===== config.mk =====
export PLATFORM = sky130hd
export DESIGN_NAME = detector_stepper_flat
export DESIGN_NICKNAME = d
export VERILOG_FILES = /design/src/rtl/detector_stepper_pkg.sv /design/src/rtl/detector_stepper_if.sv /design/src/rtl/detector_stepper_tick_divider.sv /design/src/rtl/detector_stepper.sv /design/src/flat_wrapper.sv
export SDC_FILE = /design/constraint.sdc
export NUM_CORES = 1
export LEC_CHECK = 0
export CORE_ASPECT_RATIO = 1.4
export CORE_MARGIN = 8
export CORE_UTILIZATION = 40
export DETAILED_ROUTE_END_ITERATION = 6
export HOLD_SLACK_MARGIN = 0.03
export PLACE_DENSITY_LB_ADDON = 0.3
export SETUP_SLACK_MARGIN = 0.02
export SYNTH_ARGS = -nofsm -noshare
export SYNTH_HDL_FRONTEND = slang
export SYNTH_SLANG_ARGS = --single-unit

===== constraint.sdc =====
create_clock -name clock -period 2.4 [get_ports clock]
set_input_delay 0.48 -clock clock [delete_from_list [all_inputs] [get_ports clock]]
set_output_delay 0.48 -clock clock [all_outputs]
set_load 0.01 [all_outputs]

===== src/rtl/detector_stepper_pkg.sv =====
// Shared state encodings and default sizing for the sequence-detector run controller.
package stepper_pkg;

    localparam int DEF_PAT_W         = 16;
    localparam int DEF_LEN_W         = 5;
    localparam int DEF_CNT_W         = 5;
    localparam int DEF_TICKS_PER_BIT = 4;

    typedef enum logic [2:0] {
        ST_IDLE   = 3'd0,
        ST_CLEAR  = 3'd1,
        ST_DRIVE  = 3'd2,
        ST_SAMPLE = 3'd3,
        ST_DONE   = 3'd4
    } state_e;

    // Counter width that still yields at least one bit for degenerate sizes.
    function automatic int width_for(input int unsigned count);
        return (count > 32'd1) ? $clog2(count) : 1;
    endfunction

endpackage


===== src/rtl/detector_stepper_if.sv =====
// Serial link between the run controller (master) and the sequence detector (slave).
interface detector_stepper_if;

    logic det_w;
    logic det_step;
    logic det_clear;
    logic det_z;

    modport master (output det_w, output det_step, output det_clear, input det_z);
    modport slave  (input det_w, input det_step, input det_clear, output det_z);

endinterface


===== src/rtl/detector_stepper_tick_divider.sv =====
// Bit-period divider: counts 0..TICKS-1 while enabled and flags the final tick.
module tick_divider
    import stepper_pkg::*;
#(
    parameter int TICKS = DEF_TICKS_PER_BIT
) (
    input  logic clock,
    input  logic resetn,
    input  logic clear,
    input  logic enable,
    output logic last
);

    localparam int TW = width_for(TICKS);

    logic [TW-1:0] count_q;
    logic [TW-1:0] count_d;

    assign last = (count_q == TW'(TICKS - 1));

    // Next count: clear wins, otherwise wrap after the final tick.
    always_comb begin
        count_d = count_q;
        if (clear) begin
            count_d = '0;
        end else if (enable) begin
            if (last) begin
                count_d = '0;
            end else begin
                count_d = count_q + TW'(1);
            end
        end else begin
            count_d = count_q;
        end
    end

    // Count register.
    always_ff @(posedge clock or negedge resetn) begin
        if (!resetn) begin
            count_q <= '0;
        end else begin
            count_q <= count_d;
        end
    end

endmodule


===== src/rtl/detector_stepper.sv =====
// Run controller: clears the detector, feeds a latched pattern MSB-first at a fixed
// tick rate, samples the detector after each step and counts hits.
module detector_stepper
    import stepper_pkg::*;
#(
    parameter int PAT_W         = DEF_PAT_W,
    parameter int LEN_W         = DEF_LEN_W,
    parameter int CNT_W         = DEF_CNT_W,
    parameter int TICKS_PER_BIT = DEF_TICKS_PER_BIT
) (
    input  logic                 clock,
    input  logic                 resetn,
    input  logic                 start,
    input  logic [PAT_W-1:0]     pattern,
    input  logic [LEN_W-1:0]     len,
    detector_stepper_if.master   det,
    output logic [CNT_W-1:0]     hit_count,
    output logic                 busy,
    output logic                 done,
    output logic [2:0]           state_out
);

    localparam int IDX_W = width_for(PAT_W);

    state_e             state_q, state_d;
    logic               start_q, start_d;
    logic [PAT_W-1:0]   pat_q, pat_d;
    logic [IDX_W-1:0]   idx_q, idx_d;
    logic [CNT_W-1:0]   hit_q, hit_d;
    logic               busy_q, busy_d;
    logic               done_q, done_d;
    logic               clear_q, clear_d;

    logic               start_rise_s;
    logic [LEN_W-1:0]   len_clamped_s;
    logic               tick_last_s;
    logic               tick_clear_s;
    logic               tick_enable_s;

    assign start_rise_s  = start & ~start_q;
    assign len_clamped_s = (len > LEN_W'(PAT_W)) ? LEN_W'(PAT_W) : len;
    assign tick_clear_s  = (state_q == ST_CLEAR) || (state_q == ST_SAMPLE);
    assign tick_enable_s = (state_q == ST_DRIVE);

    tick_divider #(.TICKS(TICKS_PER_BIT)) u_tick (
        .clock  (clock),
        .resetn (resetn),
        .clear  (tick_clear_s),
        .enable (tick_enable_s),
        .last   (tick_last_s)
    );

    // The serial bit and the step pulse are decoded straight from registers so the
    // bit is stable for the whole DRIVE/SAMPLE window and the step lands on the last tick.
    assign det.det_w     = ((state_q == ST_DRIVE) || (state_q == ST_SAMPLE)) ? pat_q[idx_q] : 1'b0;
    assign det.det_step  = (state_q == ST_DRIVE) && tick_last_s;
    assign det.det_clear = clear_q;

    assign hit_count = hit_q;
    assign busy      = busy_q;
    assign done      = done_q;
    assign state_out = state_q;

    // Next-state, datapath and registered-output decode.
    always_comb begin
        state_d = state_q;
        start_d = start;
        pat_d   = pat_q;
        idx_d   = idx_q;
        hit_d   = hit_q;
        case (state_q)
            ST_IDLE, ST_DONE: begin
                if (start_rise_s) begin
                    hit_d = '0;
                    if (len == LEN_W'(0)) begin
                        state_d = ST_DONE;
                    end else begin
                        pat_d   = pattern;
                        idx_d   = IDX_W'(len_clamped_s - LEN_W'(1));
                        state_d = ST_CLEAR;
                    end
                end else begin
                    state_d = state_q;
                end
            end
            ST_CLEAR: begin
                state_d = ST_DRIVE;
            end
            ST_DRIVE: begin
                if (tick_last_s) begin
                    state_d = ST_SAMPLE;
                end else begin
                    state_d = ST_DRIVE;
                end
            end
            ST_SAMPLE: begin
                // Saturate rather than wrap so an oversize run never under-reports.
                if (det.det_z && (hit_q != {CNT_W{1'b1}})) begin
                    hit_d = hit_q + CNT_W'(1);
                end else begin
                    hit_d = hit_q;
                end
                if (idx_q == IDX_W'(0)) begin
                    state_d = ST_DONE;
                end else begin
                    idx_d   = idx_q - IDX_W'(1);
                    state_d = ST_DRIVE;
                end
            end
            default: begin
                state_d = ST_IDLE;
            end
        endcase
        busy_d  = (state_d == ST_CLEAR) || (state_d == ST_DRIVE) || (state_d == ST_SAMPLE);
        done_d  = (state_d == ST_DONE);
        clear_d = (state_d == ST_CLEAR);
    end

    // Controller state and registered outputs.
    always_ff @(posedge clock or negedge resetn) begin
        if (!resetn) begin
            state_q <= ST_IDLE;
            start_q <= 1'b0;
            pat_q   <= '0;
            idx_q   <= '0;
            hit_q   <= '0;
            busy_q  <= 1'b0;
            done_q  <= 1'b0;
            clear_q <= 1'b0;
        end else begin
            state_q <= state_d;
            start_q <= start_d;
            pat_q   <= pat_d;
            idx_q   <= idx_d;
            hit_q   <= hit_d;
            busy_q  <= busy_d;
            done_q  <= done_d;
            clear_q <= clear_d;
        end
    end

endmodule


===== src/flat_wrapper.sv =====
// flat-port wrapper written by rule: the top's interface ports become plain ports
module detector_stepper_flat import stepper_pkg::*;
#(
    parameter int PAT_W         = DEF_PAT_W,
    parameter int LEN_W         = DEF_LEN_W,
    parameter int CNT_W         = DEF_CNT_W,
    parameter int TICKS_PER_BIT = DEF_TICKS_PER_BIT
)
  (clock, resetn, start, pattern, len, hit_count, busy, done, state_out, det_det_w, det_det_step, det_det_clear, det_det_z);
  detector_stepper_if det_i ();
  input  logic clock;
  input  logic resetn;
  input  logic start;
  input  logic [PAT_W-1:0] pattern;
  input  logic [LEN_W-1:0] len;
  output logic [CNT_W-1:0] hit_count;
  output logic busy;
  output logic done;
  output logic [2:0] state_out;
  output wire logic [$bits(det_i.det_w)-1:0] det_det_w;
  output wire logic [$bits(det_i.det_step)-1:0] det_det_step;
  output wire logic [$bits(det_i.det_clear)-1:0] det_det_clear;
  input wire logic [$bits(det_i.det_z)-1:0] det_det_z;
  assign det_det_w = det_i.det_w;
  assign det_det_step = det_i.det_step;
  assign det_det_clear = det_i.det_clear;
  assign det_i.det_z = det_det_z;
  detector_stepper #(.PAT_W(PAT_W), .LEN_W(LEN_W), .CNT_W(CNT_W), .TICKS_PER_BIT(TICKS_PER_BIT)) u_core (.clock(clock), .resetn(resetn), .start(start), .pattern(pattern), .len(len), .det(det_i), .hit_count(hit_count), .busy(busy), .done(done), .state_out(state_out));
endmodule

==> flow_summary.json, run 1 <==
{
  "cts_hold_buf": 0,
  "setup_viol_count_final": 0,
  "synth-edff-count": 0,
  "syn_area_per_cell_sq_um": 9.512,
  "startpoint_type": "register",
  "grt.total_usage": 0.1265,
  "status": "complete, no violations",
  "report.power.total_uw": 2384,
  "die-area_sq_mm": 0.006689,
  "drt_iter0_drc": 92,
  "fin_crit_sh": 0.9476,
  "dp_slack_ns": 0.03493,
  "tightest_slew_ns": 0.5370,
  "tritoncts": "yes",
  "num_rows": 28,
  "area_delta_synth_final_pct": 31.03,
  "synthFlopType": "dfrtp_1",
  "power_density_mw_per_mm2": 1057,
  "period_minus_slack_ns": 2.274,
  "drv_cap": 0,
  "ios": 38,
  "hp-start": "u_core.pat_q[6]$_DFFE_PN0P_",
  "cp_data_arrival_time_ns": 1.79,
  "core_area_sq_mm": 0.004169,
  "initial_core_util": 0.4130,
  "place_area_sq_mm": 0.002185,
  "min_path_type": "register to register",
  "overflow": 0,
  "clkLatencyLatePin_ns": 0.28,
  "critical_path.startpoint": "u_core.state_out[2]$_DFF_PN0_",
  "htreeDepth": 2,
  "maxSlewViolCount": 0,
  "cp_max_fo": 3,
  "yosysWarnings": 0,
  "clock.fmax_mhz": 439.7,
  "r2r_setup_slack_ns": 0.33,
  "synth.top_cell.area_share": 0.4942,
  "cp.required_ns": 1.92,
  "grt_max_degree": 35,
  "fin_ws_ns": 0.1259,
  "clkTransAtPathRegs_ns": 0.07,
  "slew_headroom": 0.6393,
  "clockBufferDepth": 2,
  "timing.rr.start": "u_core.state_out[2]$_DFF_PN0_",
  "worst_hold_slack_ns": 0.4761,
  "vdd_drop_max_v": 0.0004688,
  "p_leak_uw": 0.001044,
  "drt-total-wl_um": 3882,
  "synth_largest_area_cell": "dfrtp_1",
  "final_nets": 254,
  "drive_gt1_frac": 0.1156,
  "fin_skew_ns": 0.004431,
  "ys_ff_latch": 34,
  "synth_nets": 210,
  "via_per_inst": 5.215,
  "cts_resized": 4,
  "drtAntennaViolNets": 0,
  "ys_async_sr_fraction": 1.000,
  "drc_errors": 0,
  "synth.distinct_cells": 37,
  "wl_per_cell_um": 14.38,
  "setup_tns_ns": 0,
  "cts_setup_buffers": 0,
  "drt_pre_antenna_iters": 4,
  "synthCells": 181,
  "grt_antenna_before_repair": 0,
  "fp.dieW_um": 71.45,
  "grt_pass1_vias": 1448,
  "die_h_um": 93.63,
  "dp_hpwl_um": 2893,
  "place.gp.congestion": 0.8682,
  "portBuffers": 37,
  "grt_pass1_wl_um": 6637,
  "finalHoldViolations": 0,
  "rsz0062_at_grt": "false",
  "root_buffer": "clkbuf_8",
  "nFillCells": 399,
  "synth.area.top_cells": "dfrtp_1 (49%), nand2_1 (13%), ha_1 (2.9%)",
  "synth_most_common_cell": "nand2_1",
  "vias": 1408,
  "cts_num_sinks": 34,
  "synth_area_sq_mm": 0.001722,
  "antenna_cells": 0,
  "synth_common_cells": "nand2_1 (59), dfrtp_1 (34), clkbuf_1 (9)",
  "cts-buffers-inserted": 5,
  "finish.instance_area_sq_mm": 0.002256,
  "path_class": "register to output pin",
  "end_kind": "output pin",
  "yosysSeqAreaShare": 0.4942
}
==> flip-flops by register name, indices dropped and copies added (netlist names) <==
name                   cells
u_core.busy                1
u_core.det.det_clear       1
u_core.done                1
u_core.hit_count           5
u_core.idx_q               4
u_core.pat_q              16
u_core.start_q             1
u_core.state_out           3
u_core.u_tick.count_q      2
==> per-stage QoR <==
step | instances | utilization
after detailed placement | 263 | 0.5240
after global placement | 263 | 0.5240
after global routing | 270 | 0.5411
after CTS | 270 | 0.5411
after floorplan | 181 | -
final | 270 | 0.5411
==> power breakdown <==
part / switching, uW / total, uW / internal [uW]
Clock: 194 / 394 / 200
Combinational: 487 / 1010 / 523
Sequential: 182 / 980 / 798
==> critical path, stage by stage (launching register included) <==
cell	delay [ns]
dfrtp_1	0.37
nand2b_1	0.19
nor3b_1	0.35
clkdlybuf4s50_1	0.61
==> cells by family after synthesis <==
family / synth area share
adders and majority gates: 0.02907
xor gates and xnor gates: 0.01018
DFF: 0.4942
AOI/OAI and AO/OA: 0.09812
buffers and inverters: 0.03488
and+or+nand+nor: 0.2565
muxes: 0.07703
==> final timing paths <==
check | to | cells after the start
worst max-delay path | det_det_step | 3
worst min-delay path | u_core.pat_q[6]$_DFFE_PN0P_ | 2
worst max register to register | u_core.idx_q[2]$_DFFE_PN0P_ | 9
worst min register to register | u_core.pat_q[6]$_DFFE_PN0P_ | 2
min in group asynchronous | u_core.hit_count[4]$_DFFE_PN0P_ | 2
max in group asynchronous | u_core.u_tick.count_q[1]$_DFFE_PN0P_ | 2
==> placed cells by master (no fill, tap or decap), drive strengths merged, types with 2 or more instances in the layout <==
| cell type | n |
|---|---|
| nand2 | 59 |
| clkdlybuf4s50 | 36 |
| dfrtp | 34 |
| buf | 11 |
| o21ai | 7 |
| clkbuf | 7 |
| a21oi | 5 |
| nor3 | 5 |
| o31ai | 5 |
| mux2i | 5 |
| inv | 5 |
| nor2 | 4 |
| nand2b | 4 |
| ha | 4 |
| nor3b | 3 |
| nand3 | 3 |
| nor4 | 3 |
| mux2 | 3 |
| or3 | 2 |
| or2 | 2 |
| mux4 | 2 |
| a22oi | 2 |
| xnor2 | 2 |
| or4 | 2 |
==> layer usage <==
layer | up-vias | part of all wire | GRT usage
li1 | 706 | - | -
met2 | 35 | 0.48 | 0.2083
met1 | 661 | 0.45 | 0.1454
met4 | 0 | 0.023 | 0.07317
met5 | - | 0 | 0
met3 | 6 | 0.045 | 0.03105
==> cell type report <==
class	count	area (sq um)	share of cell area
Sequential cell	34	850.8	0.3771
Multi-Input combinational cell	132	810.8	0.3594
Tap cell	45	56.30	0.02496
Clock buffer	7	76.32	0.03383
Inverter	5	21.27	0.009429
Timing Repair Buffer	47	440.4	0.1952
Note: power is estimated with default switching activity, not from simulation.
==> inputs of run 2 (changes only) <==
- CORE_MARGIN: 8 -> not set
- clock period: 2.4 -> 2.55 ns (I/O delays scaled with it)
==> flow_summary.json, run 2 (same netlist as run 1, synthesis figures left out) <==
{
  "die_h_um": 79.63,
  "htreeDepth": 2,
  "drt_pre_antenna_iters": 6,
  "largest_register_ffs": 16,
  "drive_gt1_frac": 0.1076,
  "path_class": "register to output pin",
  "setup_viol_count_final": 0,
  "cts_hold_buf": 0,
  "cp_top_family": "multiplexers",
  "fp.dieW_um": 57.45,
  "numPlacedInstances": 259,
  "grt_pass1_wl_um": 6251,
  "antenna_cells": 0,
  "layout_commonest_cell": "nand2_1",
  "drt_iter0_drc": 51,
  "power_density_mw_per_mm2": 991.0,
  "num_rows": 27,
  "critPathSlowestCell": "mux4_2",
  "dp_hpwl_um": 2675,
  "cts_setup_buffers": 0,
  "clockBufferDepth": 2,
  "grt_pass1_vias": 1446,
  "core_area_sq_mm": 0.004020,
  "most-common-layout-cells": "nand2_1 (59), clkdlybuf4s50_1 (36), dfrtp_1 (33)",
  "instances_no_fill": 266,
  "violations": "DRC",
  "period_minus_slack_ns": 2.433,
  "place.gp.congestion": 0.7960,
  "area_delta_synth_final_pct": 30.31,
  "p_leak_uw": 0.001034,
  "tritoncts": "yes",
  "status": "finished, violations left",
  "grt_antenna_before_repair": 0,
  "die-area_sq_mm": 0.004574,
  "cp.required_ns": 2.04,
  "slew_headroom": 0.6480,
  "fin_skew_ns": 0.007065,
  "crit_path_max_incr_delay_ns": 0.50,
  "cts-buffers-inserted": 5,
  "rsz0062_at_grt": "false",
  "crit_cells": 5,
  "drtAntennaViolNets": 0,
  "clkLatencyLatePin_ns": 0.28,
  "setup_tns_ns": 0,
  "fin_crit_sh": 0.9539,
  "root_buffer": "clkbuf_8",
  "clock.fmax_mhz": 411.1,
  "final_core_util": 0.5580,
  "grt_max_degree": 35,
  "vias": 1406,
  "cts_num_sinks": 34,
  "vdd_drop_max_v": 0.0004947,
  "tightest_slew_ns": 0.5239,
  "initial_core_util": 0.4283,
  "report.power.total_uw": 2223,
  "drv_cap": 0,
  "critPathBufInv": 1,
  "maxSlewViolCount": 0,
  "grt.total_usage": 0.1806,
  "holdPathStages": 2,
  "top_register": "u_core.pat_q",
  "via_per_inst": 5.286,
  "startpoint_type": "register",
  "wl_per_cell_um": 13.24,
  "clkTransAtPathRegs_ns": 0.07,
  "final_nets": 252,
  "cp_data_arrival_time_ns": 1.92,
  "drc_errors": 5,
  "drt-total-wl_um": 3522,
  "cp_max_fo": 3,
  "worstPathCellList": "mux4_2 > mux2_2 > nand3_1 > o21ai_0 > dlygate4sd2_1",
  "portBuffers": 37,
  "dp_slack_ns": 0.1828,
  "ios": 38,
  "finalHoldViolations": 0,
  "overflow": 0,
  "rr_worst_depth": 8,
  "fin_ws_ns": 0.1175,
  "end_kind": "output pin",
  "min_path_type": "register to register"
}
-- run 2: cell types whose count changed in the layout (fill, tap and decap cells not counted), sizes merged --
cell,before,now
buf,11,8
dlygate4sd2,0,1
-- run 2: through the flow --
| step | hold WS (ns) | cell area [sq um] |
|---|---|---|
| global placement | 0.4539 | 2167 |
| detailed placement | 0.4599 | 2167 |
| global route | 0.5014 | 2243 |
| floorplan | 0.2144 | 1722 |
| CTS | 0.4754 | 2242 |
| finish | 0.4711 | 2243 |
-- run 2: timing repair --
action,in CTS,in global routing
setup endpoints to repair,1,1
gates cloned,0,0
pin swaps,0,0
gates resized for setup,1,1
-- run 2: cell type report --
cell class | count | area, sq um
clock buffers | 7 | 76.32
fillers | 371 | 1777
inverters | 5 | 21.27
multi-input cells | 132 | 810.8
flip-flops and latches | 34 | 852.1
well taps | 43 | 53.80
repair buffers | 45 | 429.2
-- run 2: worst paths after layout --
| kind | startpoint | to | slack (ns) |
|---|---|---|---|
| setup / recovery | u_core.idx_q[0]$_DFFE_PN0P_ | det_det_w | 0.12 |
| hold / removal | u_core.pat_q[10]$_DFFE_PN0P_ | u_core.pat_q[10]$_DFFE_PN0P_ | 0.47 |
| setup reg to reg | u_core.state_out[0]$_DFF_PN0_ | u_core.idx_q[2]$_DFFE_PN0P_ | 0.46 |
| hold reg to reg | u_core.pat_q[10]$_DFFE_PN0P_ | u_core.pat_q[10]$_DFFE_PN0P_ | 0.47 |
| max in group asynchronous | resetn | u_core.idx_q[0]$_DFFE_PN0P_ | 1.60 |
| min in group asynchronous | resetn | u_core.hit_count[1]$_DFFE_PN0P_ | 0.62 |
-- run 2: per-layer routing --
| layer | GRT usage | share of wire | vias up |
|---|---|---|---|
| met5 | 0 | 0 | - |
| li1 | - | - | 702 |
| met2 | 0.3093 | 0.52 | 41 |
| met4 | 0.09024 | 0.020 | 0 |
| met3 | 0.04538 | 0.044 | 6 |
| met1 | 0.2052 | 0.42 | 657 |
-- run 2: where the power goes --
group	internal, uW	switching (uW)	leakage (uW)
Clock	188	178	0.0000383
Sequential	753	187	0.000418
Combinational	485	433	0.000578
Total	1430	798	0.00103
-- run 2: worst min-delay path, cell delays in order (launching register included) --
cell and delay (ns):
dfrtp_1 0.34, nand2_1 0.05, nand2_1 0.05
